## config.mk

```make
export PLATFORM = sky130hd
export DESIGN_NAME = thruster_array_flat
export DESIGN_NICKNAME = d
export VERILOG_FILES = /design/src/rtl/thruster_array_if.sv /design/src/rtl/thruster_array.sv /design/src/flat_wrapper.sv
export SDC_FILE = /design/constraint.sdc
export NUM_CORES = 1
export LEC_CHECK = 0
export CORE_MARGIN = 3
export CORE_UTILIZATION = 60
export CTS_BUF_LIST = sky130_fd_sc_hd__clkbuf_8
export DETAILED_ROUTE_END_ITERATION = 6
export DONT_BUFFER_PORTS = 1
export PLACE_DENSITY_LB_ADDON = 0.25
export SYNTH_ARGS = -nofsm -noshare
export SYNTH_HDL_FRONTEND = slang
export SYNTH_SLANG_ARGS = --single-unit
```

## constraint.sdc

```tcl
create_clock -name clk -period 8.43 [get_ports clk]
set_input_delay 0 -clock clk [delete_from_list [all_inputs] [get_ports clk]]
set_output_delay 0 -clock clk [all_outputs]
set_load 0.01 [all_outputs]
```

## src/rtl/thruster_array_if.sv

```systemverilog
// Command port of the thruster array: one valid/ready command per cycle.
interface thruster_array_if #(
    parameter int unsigned CHW = 2,
    parameter int unsigned TW  = 9,
    parameter int unsigned DW  = 8
) ();
    logic           cmd_valid;
    logic           cmd_ready;
    logic [CHW-1:0] cmd_ch;
    logic [1:0]     cmd_op;
    logic [TW-1:0]  cmd_thrust;
    logic [DW-1:0]  cmd_dur;

    modport master (output cmd_valid, cmd_ch, cmd_op, cmd_thrust, cmd_dur,
                    input  cmd_ready);
    modport slave  (input  cmd_valid, cmd_ch, cmd_op, cmd_thrust, cmd_dur,
                    output cmd_ready);
endinterface

```

## src/rtl/thruster_array.sv

```systemverilog
// Multi-axis reaction-thruster controller: per-channel burn/brake/abort FSM
// integrating saturated signed velocity into a wrapping angle.
module thruster_array #(
    parameter int unsigned CH   = 3,
    parameter int unsigned CHW  = 2,
    parameter int unsigned W    = 9,
    parameter int unsigned TW   = 9,
    parameter int unsigned DW   = 8,
    parameter int unsigned NPR  = 100,
    parameter int unsigned VMAX = 255
) (
    input  logic               clk,
    input  logic               rst,
    thruster_array_if.slave    cmd,
    output logic [CH*W-1:0]    velocity,
    output logic [CH*W-1:0]    angle,
    output logic [CH-1:0]      busy,
    output logic [CH-1:0]      done,
    output logic [CH-1:0]      sat,
    output logic               err
);
    typedef enum logic [1:0] {S_IDLE, S_BURN, S_BRAKE} state_t;

    localparam logic [1:0] OP_CCW   = 2'b01;
    localparam logic [1:0] OP_BRAKE = 2'b10;
    localparam logic [1:0] OP_ABORT = 2'b11;
    // Extended width so sign/saturation arithmetic never wraps
    localparam int unsigned XW = ((W > TW) ? W : TW) + 2;
    localparam logic signed [XW-1:0] VPOS = XW'(VMAX);
    localparam logic signed [XW-1:0] VNEG = -VPOS;

    logic [CH-1:0] idle;
    logic          ch_ok;
    logic          ready_c;
    logic          accept;
    logic          err_q;

    // Ready: aborts and out-of-range channels always accepted, else target must be idle
    always_comb begin
        ch_ok   = {1'b0, cmd.cmd_ch} < (CHW+1)'(CH);
        ready_c = (cmd.cmd_op == OP_ABORT) || !ch_ok;
        for (int c = 0; c < CH; c++) begin
            if (cmd.cmd_ch == CHW'(c) && idle[c]) ready_c = 1'b1;
        end
    end

    assign cmd.cmd_ready = ready_c;
    assign accept        = cmd.cmd_valid && ready_c;
    assign err           = err_q;

    always_ff @(posedge clk or negedge rst) begin
        if (!rst) err_q <= 1'b0;
        else      err_q <= accept && !ch_ok;
    end

    for (genvar g = 0; g < CH; g++) begin : g_ch
        state_t                state_q, state_d;
        logic signed [W-1:0]   vel_q, vel_d;
        logic [W-1:0]          ang_q, ang_d;
        logic [TW-1:0]         delta_q, delta_d;
        logic [DW-1:0]         rem_q, rem_d;
        logic                  dir_q, dir_d;
        logic                  sat_q, sat_d;
        logic                  done_q, done_d;
        logic                  busy_q;
        logic                  hit;
        logic signed [XW-1:0]  vx, dx, sum, mag;

        assign hit = accept && (cmd.cmd_ch == CHW'(g));

        always_comb begin
            state_d = state_q;
            vel_d   = vel_q;
            delta_d = delta_q;
            rem_d   = rem_q;
            dir_d   = dir_q;
            sat_d   = sat_q;
            done_d  = 1'b0;
            vx      = XW'(vel_q);
            dx      = XW'(delta_q);
            sum     = vx;
            mag     = (vx < 0) ? -vx : vx;
            unique case (state_q)
                S_BURN: begin
                    sum = dir_q ? (vx - dx) : (vx + dx);
                    if (sum > VPOS) begin
                        sum   = VPOS;
                        sat_d = 1'b1;
                    end else if (sum < VNEG) begin
                        sum   = VNEG;
                        sat_d = 1'b1;
                    end
                    vel_d = W'(sum);
                    rem_d = rem_q - DW'(1);
                    if (rem_q == DW'(1)) begin
                        state_d = S_IDLE;
                        done_d  = 1'b1;
                    end
                end
                S_BRAKE: begin
                    if (dx == '0) dx = XW'(1);
                    // Step toward zero, snapping to zero instead of overshooting
                    if (mag <= dx) begin
                        sum     = '0;
                        state_d = S_IDLE;
                        done_d  = 1'b1;
                    end else begin
                        sum = (vx < 0) ? (vx + dx) : (vx - dx);
                    end
                    vel_d = W'(sum);
                end
                default: ;
            endcase
            if (hit) begin
                sat_d   = 1'b0;
                delta_d = TW'(cmd.cmd_thrust / TW'(NPR));
                if (cmd.cmd_op == OP_ABORT) begin
                    state_d = S_IDLE;
                    vel_d   = vel_q;
                    done_d  = 1'b0;
                end else begin
                    state_d = (cmd.cmd_op == OP_BRAKE) ? S_BRAKE : S_BURN;
                    dir_d   = (cmd.cmd_op == OP_CCW);
                    rem_d   = (cmd.cmd_dur == '0) ? DW'(1) : cmd.cmd_dur;
                end
            end
            ang_d = ang_q + $unsigned(vel_d);
        end

        always_ff @(posedge clk or negedge rst) begin
            if (!rst) begin
                state_q <= S_IDLE;
                vel_q   <= '0;
                ang_q   <= '0;
                delta_q <= '0;
                rem_q   <= '0;
                dir_q   <= 1'b0;
                sat_q   <= 1'b0;
                done_q  <= 1'b0;
                busy_q  <= 1'b0;
            end else begin
                state_q <= state_d;
                vel_q   <= vel_d;
                ang_q   <= ang_d;
                delta_q <= delta_d;
                rem_q   <= rem_d;
                dir_q   <= dir_d;
                sat_q   <= sat_d;
                done_q  <= done_d;
                busy_q  <= (state_d != S_IDLE);
            end
        end

        assign idle[g]              = (state_q == S_IDLE);
        assign velocity[g*W +: W]   = vel_q;
        assign angle[g*W +: W]      = ang_q;
        assign busy[g]              = busy_q;
        assign done[g]              = done_q;
        assign sat[g]               = sat_q;
    end
endmodule
```

## src/flat_wrapper.sv

```systemverilog
// flat-port wrapper written by rule: the top's interface ports become plain ports
module thruster_array_flat 
#(
    parameter int unsigned CH   = 3,
    parameter int unsigned CHW  = 2,
    parameter int unsigned W    = 9,
    parameter int unsigned TW   = 9,
    parameter int unsigned DW   = 8,
    parameter int unsigned NPR  = 100,
    parameter int unsigned VMAX = 255
)
  (clk, rst, velocity, angle, busy, done, sat, err, cmd_cmd_valid, cmd_cmd_ch, cmd_cmd_op, cmd_cmd_thrust, cmd_cmd_dur, cmd_cmd_ready);
  thruster_array_if #(.CHW(CHW), .TW(TW), .DW(DW)) cmd_i ();
  input  logic clk;
  input  logic rst;
  output logic [CH*W-1:0] velocity;
  output logic [CH*W-1:0] angle;
  output logic [CH-1:0] busy;
  output logic [CH-1:0] done;
  output logic [CH-1:0] sat;
  output logic err;
  input wire logic [$bits(cmd_i.cmd_valid)-1:0] cmd_cmd_valid;
  input wire logic [$bits(cmd_i.cmd_ch)-1:0] cmd_cmd_ch;
  input wire logic [$bits(cmd_i.cmd_op)-1:0] cmd_cmd_op;
  input wire logic [$bits(cmd_i.cmd_thrust)-1:0] cmd_cmd_thrust;
  input wire logic [$bits(cmd_i.cmd_dur)-1:0] cmd_cmd_dur;
  output wire logic [$bits(cmd_i.cmd_ready)-1:0] cmd_cmd_ready;
  assign cmd_i.cmd_valid = cmd_cmd_valid;
  assign cmd_i.cmd_ch = cmd_cmd_ch;
  assign cmd_i.cmd_op = cmd_cmd_op;
  assign cmd_i.cmd_thrust = cmd_cmd_thrust;
  assign cmd_i.cmd_dur = cmd_cmd_dur;
  assign cmd_cmd_ready = cmd_i.cmd_ready;
  thruster_array #(.CH(CH), .CHW(CHW), .W(W), .TW(TW), .DW(DW), .NPR(NPR), .VMAX(VMAX)) u_core (.clk(clk), .rst(rst), .cmd(cmd_i), .velocity(velocity), .angle(angle), .busy(busy), .done(done), .sat(sat), .err(err));
endmodule
```

==> results of run 1 <==
[timing repair]
item / 4_1_cts / 5_1_grt
hold buffers: 16 / 0
hold endpoints to repair: 149 / 0
setup endpoints to repair: 0 / 0
[cells by family (layout without fill, tap and decap cells)]
group | Yosys count | after routing | synth area share
adder cells (fa/ha/maj) | 132 | 132 | 0.1821
AND/OR/NAND/NOR | 332 | 332 | 0.1748
XOR/XNOR | 79 | 79 | 0.07335
buffers and inverters | 104 | 104 | 0.04510
multiplexers | 22 | 22 | 0.02507
AO/OA/AOI/OAI | 318 | 318 | 0.2183
flip-flops | 106 | 106 | 0.2812
[worst reg2reg max path, cell delays in order, from the launching register on]
cell and delay (ps):
dfrtp_1 420, inv_1 80, ha_1 210, ha_1 230, or2_2 330, ha_1 220, a21oi_1 270, o21ai_0 150
or2_2 320, nor3_1 170, nor4_1 80, a311oi_1 510, a21oi_1 210, a2bb2oi_1 200, ha_1 270, fa_1 420
a21oi_1 200, nor2_1 60, nor2_1 190, nor2b_1 70, o21ai_0 230, a21oi_1 120, xnor2_1 150, xnor2_1 120
[per-layer routing]
metal  wire length [µm]  GRT usage  vias up
li1                   -          -     3944
met2              10470     0.4355      210
met5                  0          0        -
met1              10180     0.3432     3797
met3               1370    0.05551       42
met4                446    0.07993        0
[worst max-delay path by stage]
stage | cells past startpoint | end | slack [ps] | startpoint
CTS | 23 | u_core.g_ch[1].ang_q[8] | 3080 | u_core.g_ch[1].delta_q[0]
finish | 23 | u_core.g_ch[1].ang_q[8] | 3080 | u_core.g_ch[1].delta_q[0]
floorplan | 22 | u_core.g_ch[2].ang_q[8] | 3760 | u_core.g_ch[2].delta_q[0]
detailed placement | 23 | u_core.g_ch[1].ang_q[8] | 3120 | u_core.g_ch[1].delta_q[0]
global route | 23 | u_core.g_ch[1].ang_q[8] | 2660 | u_core.g_ch[1].delta_q[0]
global placement | 23 | u_core.g_ch[1].ang_q[8] | 3170 | u_core.g_ch[1].delta_q[0]
[cell usage in the layout (no fill, tap or decap), types with 5 or more instances in the layout]
cell	instances
o21bai_1	6
mux2i_1	9
dfrtp_1	106
inv_1	70
a211oi_1	8
nand3_1	15
a21o_1	15
nand2b_1	24
o211ai_1	5
mux2_2	12
fa_1	9
o31ai_1	6
a21oi_1	82
ha_1	122
a32oi_1	9
nand4_1	6
or2_2	12
clkbuf_8	9
xor2_1	34
nor3_1	29
nor4_1	5
nand2_1	83
o22a_1	6
a22oi_1	5
and3_1	7
or3_1	14
xnor2_1	45
o22ai_1	11
o21ai_0	66
o21ai_1	14
o21a_1	11
and2_1	6
dlygate4sd3_1	15
o31a_1	5
a31oi_1	23
nor2b_1	22
nor2_1	85
[flip-flops by register name, summed over array words and instances (netlist names)]
register,cells
u_core.g_ch.ang_q,27
u_core.g_ch.vel_q,27
u_core.g_ch.rem_q,24
u_core.g_ch.delta_q,9
u_core.g_ch.state_q,6
u_core.g_ch.busy_q,3
u_core.g_ch.dir_q,3
u_core.g_ch.done_q,3
u_core.g_ch.sat_q,3
u_core.err,1
[stage by stage]
| step | utilization | hold slack, ps | std cells | area, µm² |
|---|---|---|---|---|
| after global placement | 0.6235 | -293.6 | 1272 | 9549 |
| after CTS | 0.6486 | 9.309 | 1304 | 9933 |
| after floorplan | - | -295.6 | 1093 | 9433 |
| after detailed placement | 0.6235 | -293.8 | 1272 | 9549 |
| after global routing | 0.6486 | 40.43 | 1304 | 9933 |
| final | 0.6486 | 15.82 | 1304 | 9933 |
[area by class of cell]
class | instances | share of cell area
flip-flops and latches | 106 | 0.2670
repair buffers | 18 | 0.01940
well taps | 211 | 0.02658
clock inverters | 7 | 0.008313
multi-input cells | 883 | 0.6398
inverters | 70 | 0.02645
clock buffers | 9 | 0.01247
==> results.ini, run 1 <==
[synthesis]
synth_commonest_cells = ha_1 (122), dfrtp_1 (106), nor2_1 (85), nand2_1 (83), a21oi_1 (82)
yosysWarnings = 0
syn-cell-area_um2 = 9433
yosysUniqueCellTypes = 76
synth_nets = 1248
yosysSeqAreaShare = 0.2812
synth_top_area_share = 0.2812
avgSynthCellArea_um2 = 8.630
yosysMostFrequentCell = ha_1
synth_flop_cell = dfrtp_1
ys_ff_latch = 106
synth_edf_count = 0
synth_area_leader_cell = dfrtp_1
ys_async_sr_fraction = 1.000
netlist_top_cells_area = dfrtp_1 (28%), ha_1 (16%), a21oi_1 (4.4%)
netlist_instances = 1093

[cts]
postCtsSetupRepairBufs = 0
numCtsBuffers = 9
cts_buffer_depth = 2
clk_latency_ps = 410
cts_htree_levels = 3
cts_resized = 0
cts_tree = done
cts_sinks = 106
clk_pin_slew_worst_paths_ps = 130
root_buffer = clkbuf_8

[die]
ioPinCount = 89
die_area_um2 = 17260
fp.dieW_um = 131.4
dieHeight_um = 131.4
rows = 45
initial_core_util = 0.6159
core_area_um2 = 15310

[detailed_routing]
ant_nets = 0
drt_iter0_markers = 500
wl_per_cell_um = 17.23
drc_errors = 0
vias = 7993
via_per_inst = 6.130
firstDrtPassIters = 5
drt-total-wl_mm = 22.47

[timing]
worst_pin_slew_ps = 1147
finalSetupViolCount = 0
worst_clock_skew_ps = 19.27
slew_viol_final = 0
rsz0062_at_grt = no
period_minus_slack_ps = 5347
setup_ws_ps = 3083
min_period_over_period = 0.6343
slew_headroom = 0.2287
tns_ps = 0
hold_viol_final = 0
fmax_ghz = 0.1870

[min_path]
hold_path.class = input port to register
hp-start = cmd_cmd_dur[2]
holdPathStages = 3
hold_path_end = u_core.g_ch[0].rem_q[0]

[worst_setup_path]
crit_chain = inv_1 > ha_1 > ha_1 > or2_2 > ha_1 > a21oi_1 > o21ai_0 > or2_2 > nor3_1 > nor4_1 > a311oi_1 > a21oi_1 > a2bb2oi_1 > ha_1 > fa_1 > a21oi_1 > nor2_1 > nor2_1 > nor2b_1 > o21ai_0 > a21oi_1 > xnor2_1 > xnor2_1
ff2ff_path_depth = 23
critical-path-top-delay-family = compound AO/OA/AOI/OAI gates
worstPathMaxFanout = 4
cp-start-kind = register
slowest_stage = a311oi_1
rr_endpoint = u_core.g_ch[1].ang_q[8]
reg2reg_setup_slack_ps = 3080
critPathBufInv = 1
timing.rr.start = u_core.g_ch[1].delta_q[0]
required_ps = 8720
worst-setup-path-type = register to register
critical_path.endpoint_type = register
max_stage_delay_ps = 510
critPathArrivalTime_ps = 5640

[place]
io_buffers = 0
dpl_worst_slack_ps = 3120
hpwl_mm = 17.01
place.gp.congestion = 0.8796

[grt]
first_global_vias = 7842
grt_max_degree = 107
grt_usage = 0.2613
grt.overflow.total = 0
antenna_found_initial = 0
grt_pass1_wl_mm = 37.63

[finish]
antenna_cells = 0
regArea_um2 = 2653
fin_nets = 1243
fill_cells = 1341
drive_above_1_share = 0.05215
area_growth_pct = 5.306
multi_input_area_um2 = 6355

[status]
outcome = finished clean

[flow_run]
drv_cap = 0

Power of run 1 is not shown: default switching activity piles up to over one toggle a cycle in this logic, so the estimate is an artifact.
==> run 2, diff against run 1 <==
==> constraint.sdc (replaced) <==
create_clock -name clk -period 5 [get_ports clk]
set_input_delay 0 -clock clk [delete_from_list [all_inputs] [get_ports clk]]
set_output_delay 0 -clock clk [all_outputs]
set_load 0.01 [all_outputs]
==> results.ini, run 2 (synthesized netlist as in run 1, its figures left out) <==
[worst_setup_path]
critPathBufInv = 2  ; was 1
required_ps = 5350  ; was 8720 ps
worstPathMaxFanout = 8  ; was 4
worst-setup-path-type = register to register  ; unchanged
critical_path.endpoint_type = register  ; unchanged
max_stage_delay_ps = 480  ; was 510 ps
slowest_stage = fa_1  ; was a311oi_1
critPathArrivalTime_ps = 5120  ; was 5640 ps
crit_chain = inv_1 > ha_1 > ha_1 > or2_2 > ha_1 > buf_4 > a21oi_1 > o21ai_2 > a2111oi_2 > a211oi_1 > o21a_1 > o2111ai_1 > o311ai_2 > fa_1 > a21oi_1 > nor2_1 > nor2_2 > nor2b_1 > o21ai_1 > a21oi_1 > xnor2_1 > xnor2_1  ; was inv_1 > ha_1 > ha_1 > or2_2 > ha_1 > a21oi_1 > o21ai_0 > or2_2 > nor3_1 > nor4_1 > a311oi_1 > a21oi_1 > a2bb2oi_1 > ha_1 > fa_1 > a21oi_1 > nor2_1 > nor2_1 > nor2b_1 > o21ai_0 > a21oi_1 > xnor2_1 > xnor2_1
cp-start-kind = register  ; unchanged
critical-path-top-delay-family = compound AO/OA/AOI/OAI gates  ; unchanged

[detailed_routing]
firstDrtPassIters = 5  ; unchanged
wl_met1_mm = 10.77  ; was 10.18 mm
drt-total-wl_mm = 23.60  ; was 22.47 mm
wl_met3_mm = 1.314  ; was 1.370 mm
ant_nets = 0  ; unchanged
top_layer = met4  ; unchanged
drt_iter0_markers = 570  ; was 500
vias = 8214  ; was 7993
wl_met2_mm = 11.17  ; was 10.47 mm
wl_per_cell_um = 17.61  ; was 17.23 µm
drc_errors = 0  ; unchanged
via_per_inst = 6.130  ; about the same

[timing]
slew_viol_final = 0  ; unchanged
hold_viol_final = 3  ; was 0
finalSetupViolCount = 0  ; unchanged
worst_clock_skew_ps = 12.35  ; was 19.27 ps
period_minus_slack_ps = 4767  ; was 5347 ps
holdWs_ps = -7.561  ; was 15.82 ps
slew_headroom = 0.1261  ; was 0.2287
fmax_ghz = 0.2098  ; was 0.1870 GHz
min_period_over_period = 0.9533  ; was 0.6343
worst_pin_slew_ps = 1300  ; was 1147 ps

[die]
dieHeight_um = 131.4  ; unchanged
core_area_um2 = 15310  ; unchanged
rows = 45  ; unchanged
initial_core_util = 0.6159  ; unchanged
ioPinCount = 89  ; unchanged
fp.dieW_um = 131.4  ; unchanged
die_area_um2 = 17260  ; unchanged

[place]
hpwl_mm = 17.38  ; was 17.01 mm
io_buffers = 0  ; unchanged
place.gp.congestion = 0.9166  ; was 0.8796

[min_path]
hold_path.class = input port to register  ; unchanged

[finish]
fin_nets = 1279  ; was 1243
antenna_cells = 0  ; unchanged
final_util = 0.6794  ; was 0.6486
layout_commonest_cell = ha_1  ; unchanged
drive_above_1_share = 0.1160  ; was 0.05215
area_growth_pct = 10.31  ; was 5.306%
reg_top3 = u_core.g_ch.ang_q: 27 flops, u_core.g_ch.vel_q: 27 flops, u_core.g_ch.rem_q: 24 flops  ; unchanged
mostFrequentLayoutCells = ha_1 (116), dfrtp_1 (106), nand2_1 (83), nor2_1 (82), a21oi_1 (75)  ; was ha_1 (122), dfrtp_1 (106), nor2_1 (85), nand2_1 (83), a21oi_1 (82)

[grt]
grt.overflow.total = 0  ; unchanged
antenna_found_initial = 0  ; unchanged
first_global_vias = 7815  ; was 7842
grt_pass1_wl_mm = 38.52  ; was 37.63 mm
grt_usage = 0.2679  ; was 0.2613
grt_max_degree = 107  ; unchanged

[cts]
root_buffer = clkbuf_8  ; unchanged
clk_latency_ps = 420  ; was 410 ps
cts_sinks = 106  ; unchanged
numCtsBuffers = 9  ; unchanged
cts_htree_levels = 3  ; unchanged
cts_buffer_depth = 2  ; unchanged
clk_pin_slew_worst_paths_ps = 120  ; was 130 ps
cts_tree = done  ; unchanged

[status]
outcome = complete, but fails checks  ; was finished clean
violations = negative hold slack

[flow_run]
drv_cap = 0  ; unchanged

## run 2: layer usage
layer	GRT usage	up-vias
met5	0	-
met4	0.07060	0
met3	0.05475	28
met2	0.4467	212
met1	0.3578	3947
li1	-	4027
## run 2: worst paths after layout
path                                            from                         to  slack, ps  cells after the start
max                        u_core.g_ch[0].delta_q[0]    u_core.g_ch[0].ang_q[8]        230                     22
min                                cmd_cmd_thrust[8]  u_core.g_ch[1].delta_q[2]         -8                      2
max reg2reg                u_core.g_ch[0].delta_q[0]    u_core.g_ch[0].ang_q[8]        230                     22
min reg2reg                u_core.g_ch[2].delta_q[1]  u_core.g_ch[2].delta_q[1]        520                      2
max in group asynchronous                        rst    u_core.g_ch[1].vel_q[4]       4390                      2
min in group asynchronous                        rst    u_core.g_ch[0].ang_q[6]        140                      2
## run 2: final cells by class
cell class / instances / area (µm²)
clock buffers: 9 / 123.9
clock inverters: 7 / 80.08
fillers: 1270 / 4910
inverters: 70 / 262.8
multi-input cells: 883 / 6559
flip-flops and latches: 106 / 2653
well taps: 211 / 264.0
repair buffers: 54 / 462.9
## run 2: repair_timing
item                                    CTS  global route
endpoints found under the setup margin    2            12
setup buffers                             1             9
pin swaps                                 2            14
endpoints found under the hold margin   146             0
hold buffers                             16             0
gates resized for setup                   6            43
## run 2: stage by stage
step | TNS (ps) | area (µm²) | setup WS (ps) | hold WS, ps | std cells
after floorplan | 0 | 9433 | 327.1 | -295.6 | 1093
after global placement | 0 | 9744 | 94.78 | -293.3 | 1298
after detailed placement | -138.7 | 9744 | -100.8 | -293.1 | 1298
after CTS | 0 | 10170 | 57.20 | 1.612 | 1331
after global routing | -98.58 | 10410 | -53.47 | 2.028 | 1340
final | 0 | 10410 | 233.4 | -7.561 | 1340
Power of run 2 is left out for the same reason.
==> run 3, diff against run 2 <==
--- a/config.mk
+++ b/config.mk
@@ -6,11 +6,11 @@
 export NUM_CORES = 1
 export LEC_CHECK = 0
 export CORE_MARGIN = 3
-export CORE_UTILIZATION = 60
-export CTS_BUF_LIST = sky130_fd_sc_hd__clkbuf_8
+export CORE_UTILIZATION = 55
+export CTS_BUF_LIST = sky130_fd_sc_hd__clkbuf_16
 export DETAILED_ROUTE_END_ITERATION = 6
 export DONT_BUFFER_PORTS = 1
-export PLACE_DENSITY_LB_ADDON = 0.25
+export PLACE_DENSITY = 0.7
 export SYNTH_ARGS = -nofsm -noshare
 export SYNTH_HDL_FRONTEND = slang
 export SYNTH_SLANG_ARGS = --single-unit
==> results.ini, run 3 (synthesized netlist as in run 1, its figures left out) <==
[grt]
met2_usage = 0.4000  ; was 0.4467
grt_pass1_wl_mm = 37.86  ; was 38.52 mm
grt.overflow.total = 0  ; unchanged
grt_max_degree = 107  ; unchanged
grt_usage = 0.2517  ; was 0.2679
first_global_vias = 7618  ; was 7815
met3_usage = 0.04228  ; was 0.05475
grtUsageMet1 = 0.3531  ; was 0.3578
busiest_layer = met2  ; unchanged
antenna_found_initial = 0  ; unchanged

[cts]
root_buffer = clkbuf_16  ; was clkbuf_8
clk_latency_ps = 370  ; was 420 ps
cts_buffer_depth = 2  ; unchanged
cts_htree_levels = 3  ; unchanged
clk_pin_slew_worst_paths_ps = 80  ; was 120 ps
cts_tree = done  ; unchanged
cts_sinks = 106  ; unchanged
numCtsBuffers = 9  ; unchanged

[die]
dieHeight_um = 137.0  ; was 131.4 µm
die_area_um2 = 18760  ; was 17260 µm²
initial_core_util = 0.5648  ; was 0.6159
fp.dieW_um = 137.0  ; was 131.4 µm
rows = 47  ; was 45
ioPinCount = 89  ; unchanged
core_area_um2 = 16700  ; was 15310 µm²

[finish]
fill_cells = 1462  ; was 1270
layout_commonest_cell = ha_1  ; unchanged
reg_top3 = u_core.g_ch.ang_q: 27 flops, u_core.g_ch.vel_q: 27 flops, u_core.g_ch.rem_q: 24 flops  ; unchanged
mostFrequentLayoutCells = ha_1 (117), dfrtp_1 (106), nor2_1 (84), nand2_1 (83), a21oi_1 (78)  ; was ha_1 (116), dfrtp_1 (106), nand2_1 (83), nor2_1 (82), a21oi_1 (75)
drive_above_1_share = 0.09439  ; was 0.1160
antenna_cells = 0  ; unchanged
fin_nets = 1273  ; was 1279
area_growth_pct = 10.49  ; was 10.31%

[worst_setup_path]
worst-setup-path-type = register to register  ; unchanged
cp-start-kind = register  ; unchanged
slowest_stage = dfrtp_1  ; was fa_1
startpoint = u_core.g_ch[2].delta_q[1]  ; was u_core.g_ch[0].delta_q[0]
critical-path-top-delay-family = compound AO/OA/AOI/OAI gates  ; unchanged
max_stage_delay_ps = 370  ; was 480 ps
crit_chain = inv_1 > ha_1 > ha_1 > or2_2 > ha_2 > a21o_1 > or3_1 > o211ai_1 > o311ai_4 > or2_4 > o21ai_2 > a21oi_2 > ha_1 > fa_2 > a21oi_1 > nor2_1 > nor2_1 > nor2b_1 > o21ai_2 > a21oi_1 > xnor2_1 > xnor2_1  ; was inv_1 > ha_1 > ha_1 > or2_2 > ha_1 > buf_4 > a21oi_1 > o21ai_2 > a2111oi_2 > a211oi_1 > o21a_1 > o2111ai_1 > o311ai_2 > fa_1 > a21oi_1 > nor2_1 > nor2_2 > nor2b_1 > o21ai_1 > a21oi_1 > xnor2_1 > xnor2_1
critical_path.endpoint_type = register  ; unchanged
critPathBufInv = 1  ; was 2
worstPathMaxFanout = 5  ; was 8
critPathArrivalTime_ps = 5000  ; was 5120 ps
ff2ff_path_depth = 22  ; unchanged
required_ps = 5240  ; was 5350 ps
cp.depth = 22  ; unchanged
worst_path_most_repeated_cell = ha_1
timing.rr.start = u_core.g_ch[2].delta_q[1]  ; was u_core.g_ch[0].delta_q[0]

[timing]
finalSetupViolCount = 0  ; unchanged
period_minus_slack_ps = 4753  ; was 4767 ps
hold_viol_final = 0  ; was 3
min_period_over_period = 0.9506  ; was 0.9533
worst_pin_slew_ps = 1073  ; was 1300 ps
setup_ws_ps = 247.0  ; was 233.4 ps
worst_clock_skew_ps = 10.60  ; was 12.35 ps
tns_ps = 0  ; unchanged
slew_headroom = 0.2784  ; was 0.1261
fmax_ghz = 0.2104  ; was 0.2098 GHz
slew_viol_final = 0  ; unchanged

[place]
place.gp.congestion = 0.8979  ; was 0.9166
io_buffers = 0  ; unchanged
dpl_worst_slack_ps = -55.17  ; was -100.8 ps
hpwl_mm = 17.73  ; was 17.38 mm

[flow_run]
drv_cap = 0  ; unchanged

[min_path]
hold_path.class = input port to register  ; unchanged
holdPathStages = 2  ; unchanged
hp-start = cmd_cmd_op[1]  ; was cmd_cmd_thrust[8]

[detailed_routing]
via_per_inst = 6.028  ; was 6.130
vias = 8096  ; was 8214
drc_errors = 0  ; unchanged
firstDrtPassIters = 5  ; unchanged
drt_iter0_markers = 604  ; was 570
drt-total-wl_mm = 23.74  ; was 23.60 mm
ant_nets = 0  ; unchanged
wl_per_cell_um = 17.68  ; was 17.61 µm

[status]
outcome = finished clean  ; was complete, but fails checks

[run 3: changes by cell type in the layout (fill, tap and decap cells not counted), moves of 3 or more]
| cell | delta |
|---|---|
| o21ai_0 | +3 |
| a31oi_1 | +3 |
| a21oi_2 | -3 |
| a21oi_1 | +3 |
| a31oi_2 | -3 |
| clkbuf_16 | +9 |
| clkbuf_8 | -9 |
| buf_4 | -6 |
[run 3: final timing paths]
kind                                                   to  slack [ps]
min in group asynchronous         u_core.g_ch[0].ang_q[6]         190
worst max register to register    u_core.g_ch[2].ang_q[8]         250
worst min-delay path                u_core.g_ch[0].busy_q          30
max in group asynchronous         u_core.g_ch[1].ang_q[4]        4290
worst max-delay path              u_core.g_ch[2].ang_q[8]         250
worst min register to register  u_core.g_ch[1].delta_q[1]         500
[run 3: per-layer routing]
metal  wire (µm)  part of all wire
met3        1302             0.055
met5           0                 0
met1       11060              0.47
met2       10930              0.46
met4         449             0.019
[run 3: area by class of cell]
class / instances / area [µm²] / area share
multi-input combinational: 883 / 6504 / 0.6240
clock inverter: 7 / 85.08 / 0.008163
sequential: 106 / 2653 / 0.2545
inverter: 70 / 262.8 / 0.02521
timing repair buffer: 48 / 417.9 / 0.04010
tap: 220 / 275.3 / 0.02641
clock buffer: 9 / 225.2 / 0.02161
[run 3: per-stage QoR]
step,hold WS (ps),util,std cells,cell area [µm²]
final,28.36,0.6241,1343,10420
after global routing,57.37,0.6241,1343,10420
after floorplan,-295.6,-,1093,9433
after global placement,-293.3,0.5837,1306,9748
after CTS,24.14,0.6139,1338,10250
after detailed placement,-292.9,0.5837,1306,9748
[run 3: timing repair]
item / 4_1_cts / 5_1_grt
pin swaps: 1 / 13
resized for setup: 3 / 29
hold buffers: 16 / 0
setup endpoints to repair: 2 / 9
buffers inserted: 0 / 5
hold endpoints to repair: 143 / 0
Power of run 3 is left out for the same reason.
